$ cat src/rtl/msg_bus_arbiter_if.sv
// Send-side and interconnect-side signals of the message-bus arbiter.
// The slave modport is the arbiter's view; master is the environment's view.
interface msg_bus_arbiter_if #(
  parameter int unsigned N_PORTS = 4
);
  logic [N_PORTS-1:0]    req_val_i;
  logic [N_PORTS-1:0]    req_ack_o;
  logic [N_PORTS*32-1:0] req_dst_i;
  logic [N_PORTS*32-1:0] req_tag_i;
  logic [N_PORTS*64-1:0] req_msg_i;
  logic [N_PORTS*32-1:0] port_address_i;
  logic                  bus_val_o;
  logic                  bus_ack_i;
  logic [31:0]           bus_src_o;
  logic [31:0]           bus_dst_o;
  logic [31:0]           bus_tag_o;
  logic [63:0]           bus_msg_o;
  logic [N_PORTS-1:0]    grant_o;
  logic [31:0]           sent_count_o;

  modport slave (
    input  req_val_i, req_dst_i, req_tag_i, req_msg_i, port_address_i, bus_ack_i,
    output req_ack_o, bus_val_o, bus_src_o, bus_dst_o, bus_tag_o, bus_msg_o, grant_o,
           sent_count_o
  );

  modport master (
    output req_val_i, req_dst_i, req_tag_i, req_msg_i, port_address_i, bus_ack_i,
    input  req_ack_o, bus_val_o, bus_src_o, bus_dst_o, bus_tag_o, bus_msg_o, grant_o,
           sent_count_o
  );
endinterface

$ cat src/rtl/msg_bus_arbiter.sv
// Round-robin, work-conserving arbiter sharing one message-bus send port among N_PORTS
// requesters; the granted message is registered and held until the bus acknowledges it.
module msg_bus_arbiter #(
  parameter int unsigned N_PORTS = 4
) (
  input logic              clk,
  input logic              rst_n,
  msg_bus_arbiter_if.slave mb
);
  localparam int unsigned IdxW = (N_PORTS > 1) ? $clog2(N_PORTS) : 1;

  typedef enum logic [0:0] {StIdle, StSend} state_e;

  state_e             state_q, state_d;
  logic [IdxW-1:0]    last_q, last_d, pick, scan;
  logic [N_PORTS-1:0] grant_q, grant_d, eligible;
  logic [31:0]        src_q, src_d, dst_q, dst_d, tag_q, tag_d, cnt_q, cnt_d;
  logic [63:0]        msg_q, msg_d;
  logic               ack_fire, found, load;

  assign ack_fire = (state_q == StSend) && mb.bus_ack_i;
  // The just-acked port still shows val this cycle, so it must not win again.
  assign eligible = mb.req_val_i & ~({N_PORTS{ack_fire}} & grant_q);

  always_comb begin
    found = 1'b0;
    pick  = last_q;
    scan  = last_q;
    for (int unsigned k = 1; k <= N_PORTS; k++) begin
      scan = IdxW'((32'(last_q) + k) % N_PORTS);
      if (!found && eligible[scan]) begin
        found = 1'b1;
        pick  = scan;
      end
    end
  end

  always_comb begin
    state_d = state_q;
    last_d  = last_q;
    grant_d = grant_q;
    src_d   = src_q;
    dst_d   = dst_q;
    tag_d   = tag_q;
    msg_d   = msg_q;
    cnt_d   = cnt_q;
    load    = found && ((state_q == StIdle) || ack_fire);

    if (ack_fire) begin
      cnt_d   = cnt_q + 32'd1;
      state_d = StIdle;
      grant_d = '0;
    end

    if (load) begin
      state_d       = StSend;
      last_d        = pick;
      grant_d       = '0;
      grant_d[pick] = 1'b1;
      src_d         = mb.port_address_i[32'(pick) * 32 +: 32];
      dst_d         = mb.req_dst_i[32'(pick) * 32 +: 32];
      tag_d         = mb.req_tag_i[32'(pick) * 32 +: 32];
      msg_d         = mb.req_msg_i[32'(pick) * 64 +: 64];
    end
  end

  always_ff @(posedge clk or negedge rst_n) begin
    if (!rst_n) begin
      state_q <= StIdle;
      last_q  <= IdxW'(N_PORTS - 1);
      grant_q <= '0;
      src_q   <= '0;
      dst_q   <= '0;
      tag_q   <= '0;
      msg_q   <= '0;
      cnt_q   <= '0;
    end else begin
      state_q <= state_d;
      last_q  <= last_d;
      grant_q <= grant_d;
      src_q   <= src_d;
      dst_q   <= dst_d;
      tag_q   <= tag_d;
      msg_q   <= msg_d;
      cnt_q   <= cnt_d;
    end
  end

  assign mb.bus_val_o    = (state_q == StSend);
  assign mb.req_ack_o    = {N_PORTS{ack_fire}} & grant_q;
  assign mb.grant_o      = grant_q;
  assign mb.bus_src_o    = src_q;
  assign mb.bus_dst_o    = dst_q;
  assign mb.bus_tag_o    = tag_q;
  assign mb.bus_msg_o    = msg_q;
  assign mb.sent_count_o = cnt_q;
endmodule

$ cat src/flat_wrapper.sv
// flat-port wrapper written by rule: the top's interface ports become plain ports
module msg_bus_arbiter_flat 
#(
  parameter int unsigned N_PORTS = 4
)
  (clk, rst_n, mb_req_val_i, mb_req_dst_i, mb_req_tag_i, mb_req_msg_i, mb_port_address_i, mb_bus_ack_i, mb_req_ack_o, mb_bus_val_o, mb_bus_src_o, mb_bus_dst_o, mb_bus_tag_o, mb_bus_msg_o, mb_grant_o, mb_sent_count_o);
  msg_bus_arbiter_if #(.N_PORTS(N_PORTS)) mb_i ();
  input logic clk;
  input logic rst_n;
  input wire logic [$bits(mb_i.req_val_i)-1:0] mb_req_val_i;
  input wire logic [$bits(mb_i.req_dst_i)-1:0] mb_req_dst_i;
  input wire logic [$bits(mb_i.req_tag_i)-1:0] mb_req_tag_i;
  input wire logic [$bits(mb_i.req_msg_i)-1:0] mb_req_msg_i;
  input wire logic [$bits(mb_i.port_address_i)-1:0] mb_port_address_i;
  input wire logic [$bits(mb_i.bus_ack_i)-1:0] mb_bus_ack_i;
  output wire logic [$bits(mb_i.req_ack_o)-1:0] mb_req_ack_o;
  output wire logic [$bits(mb_i.bus_val_o)-1:0] mb_bus_val_o;
  output wire logic [$bits(mb_i.bus_src_o)-1:0] mb_bus_src_o;
  output wire logic [$bits(mb_i.bus_dst_o)-1:0] mb_bus_dst_o;
  output wire logic [$bits(mb_i.bus_tag_o)-1:0] mb_bus_tag_o;
  output wire logic [$bits(mb_i.bus_msg_o)-1:0] mb_bus_msg_o;
  output wire logic [$bits(mb_i.grant_o)-1:0] mb_grant_o;
  output wire logic [$bits(mb_i.sent_count_o)-1:0] mb_sent_count_o;
  assign mb_i.req_val_i = mb_req_val_i;
  assign mb_i.req_dst_i = mb_req_dst_i;
  assign mb_i.req_tag_i = mb_req_tag_i;
  assign mb_i.req_msg_i = mb_req_msg_i;
  assign mb_i.port_address_i = mb_port_address_i;
  assign mb_i.bus_ack_i = mb_bus_ack_i;
  assign mb_req_ack_o = mb_i.req_ack_o;
  assign mb_bus_val_o = mb_i.bus_val_o;
  assign mb_bus_src_o = mb_i.bus_src_o;
  assign mb_bus_dst_o = mb_i.bus_dst_o;
  assign mb_bus_tag_o = mb_i.bus_tag_o;
  assign mb_bus_msg_o = mb_i.bus_msg_o;
  assign mb_grant_o = mb_i.grant_o;
  assign mb_sent_count_o = mb_i.sent_count_o;
  msg_bus_arbiter #(.N_PORTS(N_PORTS)) u_core (.clk(clk), .rst_n(rst_n), .mb(mb_i));
endmodule
$ cat config.mk
export PLATFORM = sky130hd
export DESIGN_NAME = msg_bus_arbiter_flat
export DESIGN_NICKNAME = d
export VERILOG_FILES = /design/src/rtl/msg_bus_arbiter_if.sv /design/src/rtl/msg_bus_arbiter.sv /design/src/flat_wrapper.sv
export SDC_FILE = /design/constraint.sdc
export NUM_CORES = 1
export LEC_CHECK = 0
export ABC_AREA = 0
export CAP_MARGIN = 0
export CORE_AREA = 5 5 331 333
export CTS_BUF_LIST = sky130_fd_sc_hd__clkbuf_4
export DETAILED_ROUTE_END_ITERATION = 7
export DIE_AREA = 0 0 336 338
export HOLD_SLACK_MARGIN = 0.03
export MAX_ROUTING_LAYER = met4
export PLACE_DENSITY = 0.35
export SLEW_MARGIN = 10
export SYNTH_ARGS = -nofsm -noshare
export SYNTH_HDL_FRONTEND = slang
export SYNTH_SLANG_ARGS = --single-unit
$ cat constraint.sdc
create_clock -name clk -period 5.84 [get_ports clk]
set_input_delay 1.168 -clock clk [delete_from_list [all_inputs] [get_ports clk]]
set_output_delay 1.168 -clock clk [all_outputs]
set_load 0.005 [all_outputs]
* After elaboration in Yosys (flattened, before gate mapping)
Index checks and enable logic that the tools add are counted.
Storage, ports and cells: register bits after elaboration 199, bits of input ports 647, output and inout port bits 201
Cells by class: magnitude comparators 6, muxes and demuxes 22, add/subtract/negate cells 5, shift operators 4, bitwise logic cells 4, reductions and logical operators 11
Operator list (number):
- variable part select 128 x 8 -> 32 bit | 3
- variable part select 256 x 9 -> 64 bit | 1
- adder 32 x 1 -> 32 bit (second input constant) | 1
- < comparator 2 x 3 -> 1 bit (second input constant) | 5
- 2-to-1 mux 1 bit | 11
- AND 4 bit | 2
- binary-select mux 1 bit (select 2 bit) | 4
- 2-to-1 mux 2 bit | 4
- 2-to-1 mux 4 bit | 2
- logical AND 1 bit | 6
- adder 2 x 1 -> 2 bit (second input constant) | 2
- adder 2 bit (second input constant) | 2
- inverter 4 bit | 1
- logical NOT 1 bit | 3
- demux 1 bit (select 2 bit) | 1
- greater-or-equal comparator 2 x 1 -> 1 bit (second input constant) | 1
- nonzero test 2 bit | 1
- logical OR 1 bit | 1
- inverter 1 bit | 1

* Longest topological paths before layout
depth after elaboration 21, gate-level depth with buffers 10, gate-level depth less buffers 7

* Worst setup path after synthesis
Ideal clock, no wire load.
path kind input-to-reg, start in mb_bus_ack_i, end reg u_core.tag_q[20], in the netlist u_core.mb.bus_tag_o[20], library setup time 0.133 ns, stages on the path 10, path slack 3.105 ns, path buffers 4, arrival time 2.602 ns, path through buf_6 nand3_4 nand2_2 o2bb2ai_1 a221o_1 buf_6 buf_6 buf_6 mux2i_1 o221ai_2
On the way: longest elaborated chain between the ends 17, elaborated cells between the ends (all ways) 29, those cells by class shift: 1; mux: 16; bitwise: 3; reduce/logical: 9
RTL lines:
- start, declared | RTL line flat_wrapper.sv:15 | input wire logic [$bits(mb_i.bus_ack_i)-1:0] mb_bus_ack_i;
- logical AND 1 bit (*) | RTL line msg_bus_arbiter.sv:21 | assign ack_fire = (state_q == StSend) && mb.bus_ack_i;
- AND 4 bit | RTL line msg_bus_arbiter.sv:23 | assign eligible = mb.req_val_i & ~({N_PORTS{ack_fire}} & grant_q);
- inverter 4 bit | RTL line msg_bus_arbiter.sv:23
- AND 4 bit | RTL line msg_bus_arbiter.sv:23
- binary-select mux 1 bit (select 2 bit) | RTL line msg_bus_arbiter.sv:31 | if (!found && eligible[scan]) begin
- 2-to-1 mux 1 bit (not written as such) | RTL line msg_bus_arbiter.sv:31
- 2-to-1 mux 1 bit | RTL line msg_bus_arbiter.sv:31
- logical NOT 1 bit | RTL line msg_bus_arbiter.sv:31
- logical AND 1 bit | RTL line msg_bus_arbiter.sv:31
- 2-to-1 mux 1 bit | RTL line msg_bus_arbiter.sv:31
- logical NOT 1 bit | RTL line msg_bus_arbiter.sv:31
- logical AND 1 bit | RTL line msg_bus_arbiter.sv:31
- 2-to-1 mux 1 bit | RTL line msg_bus_arbiter.sv:31
- logical NOT 1 bit | RTL line msg_bus_arbiter.sv:31
- logical AND 1 bit | RTL line msg_bus_arbiter.sv:31
- 2-to-1 mux 2 bit / 2-to-1 mux 1 bit (equally long branches) | RTL line msg_bus_arbiter.sv:31
- variable part select 128 x 8 -> 32 bit / logical AND 1 bit (equally long branches) | RTL line msg_bus_arbiter.sv:62, msg_bus_arbiter.sv:47
- end signal, assigned | RTL line msg_bus_arbiter.sv:83 | tag_q <= tag_d;
- end, declared | RTL line msg_bus_arbiter.sv:17 | logic [31:0] src_q, src_d, dst_q, dst_d, tag_q, tag_d, cnt_q, cnt_d;
Mark *: on every way between the ends. The rest lies on a longest branch, timed or not. The select of a mux whose other input is x is not followed. A chain may end at the register's enable or synchronous reset.

* Worst setup path after layout
start in mb_bus_ack_i, end out mb_req_ack_o[2]
On the way: longest elaborated chain between the ends 2
RTL lines:
- logical AND 1 bit | RTL line msg_bus_arbiter.sv:21
- AND 4 bit | RTL line msg_bus_arbiter.sv:90 | assign mb.req_ack_o = {N_PORTS{ack_fire}} & grant_q;
- end, declared | RTL line flat_wrapper.sv:16 | output wire logic [$bits(mb_i.req_ack_o)-1:0] mb_req_ack_o;
No other way between the ends.

==> impl_metrics.json <==
{
  "num_rows": 120,
  "r2r_start": "u_core.mb.bus_val_o$_DFFE_PN0P_",
  "antenna_found_initial": 17,
  "critical_path_class": "input pin to output port",
  "wl_per_cell_um": 22.0,
  "ys_warn_count": 0,
  "finClkSkew_ps": 33.7,
  "routed_via_density": 3.66,
  "syn_to_final_growth_pct": 86.2,
  "drc": 0,
  "hold_viol": 0,
  "max_freq_mhz": 255,
  "ys_seq_area_share_pct": 41.9,
  "grt_pass1_vias": 13300,
  "htree_levels": 4,
  "final_antenna_net_count": 0,
  "dr.first_iter.drc_count": 506,
  "grtUsageTotal_pct": 12.5,
  "place_congestion": 0.898,
  "synth.avg_cell_area_sq_um": 11.2,
  "chipWidth_um": 336,
  "drt-pass1-iter-count": 5,
  "initial_core_util_pct": 11.2,
  "wl_um": 72800,
  "layoutNonFillerInstCount": 3301,
  "cp-end-kind": "output port",
  "cts_tree": "done",
  "vias": 12100,
  "core-area_sq_um": 106000,
  "hold_path_class": "input pin to asynchronous set/reset pin",
  "ff2ff_setup_slack_ps": 2580,
  "grt_pass1_wl_um": 99000,
  "netlist_instances": 1066,
  "setup-tns-final_ps": 0,
  "port-buffer-count": 847,
  "period_needed_ps": 3910,
  "io_pins": 848,
  "drive_gt1_share_pct": 4.94,
  "cts_root_buf": "clkbuf_4",
  "crit_fanout": 8,
  "dp_cells": 3254,
  "grt_max_degree": 103,
  "overflow": 0,
  "nets": 2518,
  "drv_cap": 0,
  "totalPowerFinal_mw": 8.64,
  "synth_simple_gate_area_share_pct": 8.90,
  "synthXorXnorAreaFrac_pct": 2.28,
  "synth-compound-area-share_pct": 13.5,
  "max_slew.worst_pin.slew_ps": 1030,
  "cts_buffers": 17,
  "synthAdderAreaFrac_pct": 0.105,
  "status": "finished clean",
  "cts.sinks": 199,
  "syn_area_sq_um": 11900,
  "fin_util_pct": 20.8,
  "clk_path_buf_depth": 2,
  "hpwlAfterDp_um": 56700,
  "dieHeight_um": 338,
  "synthMuxAreaShare_pct": 27.2,
  "relSlewSlack_pct": 31.5,
  "cts_resized": 0,
  "irDropWorstVdd_uv": 261,
  "syn-num-nets": 1714,
  "powerDensity_nw_per_um2": 390,
  "critical_path_arrival_ps": 2750,
  "drv_slew": 0,
  "worstSetupStartpoint": "mb_bus_ack_i",
  "min_period_over_period_pct": 67.0,
  "synth_top_family_by_area": "multiplexers",
  "clk_latency_ps": 800,
  "reg2reg_to": "u_core.mb.bus_dst_o[25]$_DFFE_PN0P_",
  "yosys_register_bits": 199,
  "worst-r2r-cell-count": 7,
  "crit_required_ps": 4670,
  "setup_violations": 0,
  "crit_path_start_kind": "input pin",
  "synth_cell_types": 40,
  "postCtsSetupBuffers": 0,
  "clk_pin_slew_ps": 220,
  "dieArea_sq_um": 114000,
  "holdBufCountCts": 0,
  "dpl_worst_slack_ps": 1320,
  "rsz0062_at_grt": "no",
  "p_leak_nw": 8.94,
  "layout_setup_ws_ps": 1930
}
-- kinds of logic (layout without fill, tap and decap cells) --
kind of cell               count (synthesis)  count (layout)
muxes                                    322             322
and+or+nand+nor                          241             241
DFF                                      199             199
AOI/OAI and AO/OA                        173             173
buffers and inverters                     99             915
xor gates and xnor gates                  31              31
adders and majority gates                  1               1
other                                      0              16
-- worst max-delay path, stage by stage --
cell	delay (ps)
clkdlybuf4s50_1	760
nand3_2	190
inv_1	90
clkdlybuf4s50_1	540
-- stage by stage --
step | hold slack (ps) | cell area [sq um]
CTS | 85.7 | 22100
global placement | 468 | 21800
detailed placement | 473 | 21800
floorplan | 455 | 11900
finish | 270 | 22100
global route | 139 | 22100
-- cells in the mapped netlist --
library cell / n / area share [%]
buf_6: 43 / 4.1
o221ai_2: 11 / 1.4
o21ai_1: 1 / 0.042
o21ai_4: 1 / 0.14
a21oi_1: 2 / 0.084
nand2_2: 1 / 0.053
o2bb2ai_1: 1 / 0.074
nand2_1: 183 / 5.8
or2_2: 1 / 0.053
nor3_1: 3 / 0.13
nor2_1: 8 / 0.25
nand3_4: 3 / 0.44
nand3_2: 1 / 0.084
xnor2_1: 25 / 1.8
o221ai_1: 149 / 11
nor2_2: 1 / 0.053
inv_2: 1 / 0.032
nor2b_1: 1 / 0.053
dfrtp_1: 197 / 41
nand3b_1: 3 / 0.19
o31ai_1: 1 / 0.063
a21oi_2: 1 / 0.074
mux2_2: 1 / 0.095
nor3b_2: 1 / 0.11
dfstp_2: 2 / 0.44
a32o_1: 2 / 0.17
ha_1: 1 / 0.11
a221o_1: 2 / 0.17
a22oi_4: 2 / 0.36
and4_1: 2 / 0.15
clkbuf_1: 23 / 0.73
xor2_1: 6 / 0.44
mux2i_1: 320 / 27
inv_1: 6 / 0.19
and2_1: 4 / 0.21
mux2_4: 1 / 0.13
nand3_1: 16 / 0.67
buf_2: 26 / 1.1
nand4_1: 6 / 0.32
and3_1: 7 / 0.37
-- state kept, by name (all words and copies together) (netlist names) --
name,count
u_core.mb.grant_o,4
u_core.last_q,2
u_core.mb.sent_count_o,32
u_core.mb.bus_msg_o,64
u_core.mb.bus_tag_o,32
u_core.mb.bus_src_o,32
u_core.mb.bus_dst_o,32
u_core.mb.bus_val_o,1
-- worst max-delay path by stage --
stage	endpoint	slack [ps]
2_1_floorplan	u_core.mb.bus_tag_o[20]$_DFFE_PN0P_	3110
3_3_place_gp	u_core.mb.bus_dst_o[25]$_DFFE_PN0P_	1360
3_5_place_dp	u_core.mb.bus_dst_o[25]$_DFFE_PN0P_	1320
4_1_cts	mb_req_ack_o[2]	1890
5_1_grt	mb_req_ack_o[2]	1840
6_report	mb_req_ack_o[2]	1930
-- final cells by class --
class	instances	area (sq um)
fillers	11600	84200
inverters	7	26.3
clock inverters	14	166
repair buffers	877	8830
flip-flops and latches	199	4980
multi-input cells	768	6210
well taps	1403	1760
diodes	16	40.0
clock buffers	17	128
-- report_power, final --
part / internal, mW / switching, mW / leakage, nW
Combinational: 2.85 / 2.51 / 6.31
Sequential: 1.97 / 0.407 / 2.48
Clock: 0.231 / 0.672 / 0.152
Total: 5.05 / 3.58 / 8.94
-- metal layers --
| metal | global-route usage [%] | share of wire (%) | wire, um |
|---|---|---|---|
| met1 | 13.3 | 38 | 27800 |
| met2 | 22.1 | 52 | 38000 |
| met3 | 4.57 | 8.4 | 6100 |
| met4 | 2.84 | 1.2 | 888 |
| met5 | - | 0 | 0 |
-- cells in the final DEF (no fill, tap or decap), types with 2 or more instances in the layout --
master	n
buf_12	10
clkbuf_4	17
nand3b_1	3
o221ai_1	149
clkinvlp_4	2
nand4_1	6
and4_1	2
nand2_1	182
nor2_1	8
nand3_4	3
and3_1	7
xnor2_1	25
a21oi_1	2
mux2i_1	320
clkdlybuf4s50_1	846
dfstp_2	2
xor2_1	6
and2_1	4
dfrtp_1	197
a221o_4	2
a32o_1	2
a22oi_4	2
clkinv_4	4
buf_4	20
diode_2	16
clkinv_8	2
inv_8	4
inv_1	6
o221ai_2	11
nor3_1	3
nand3_1	16
Power figures use the tool's default switching activity.
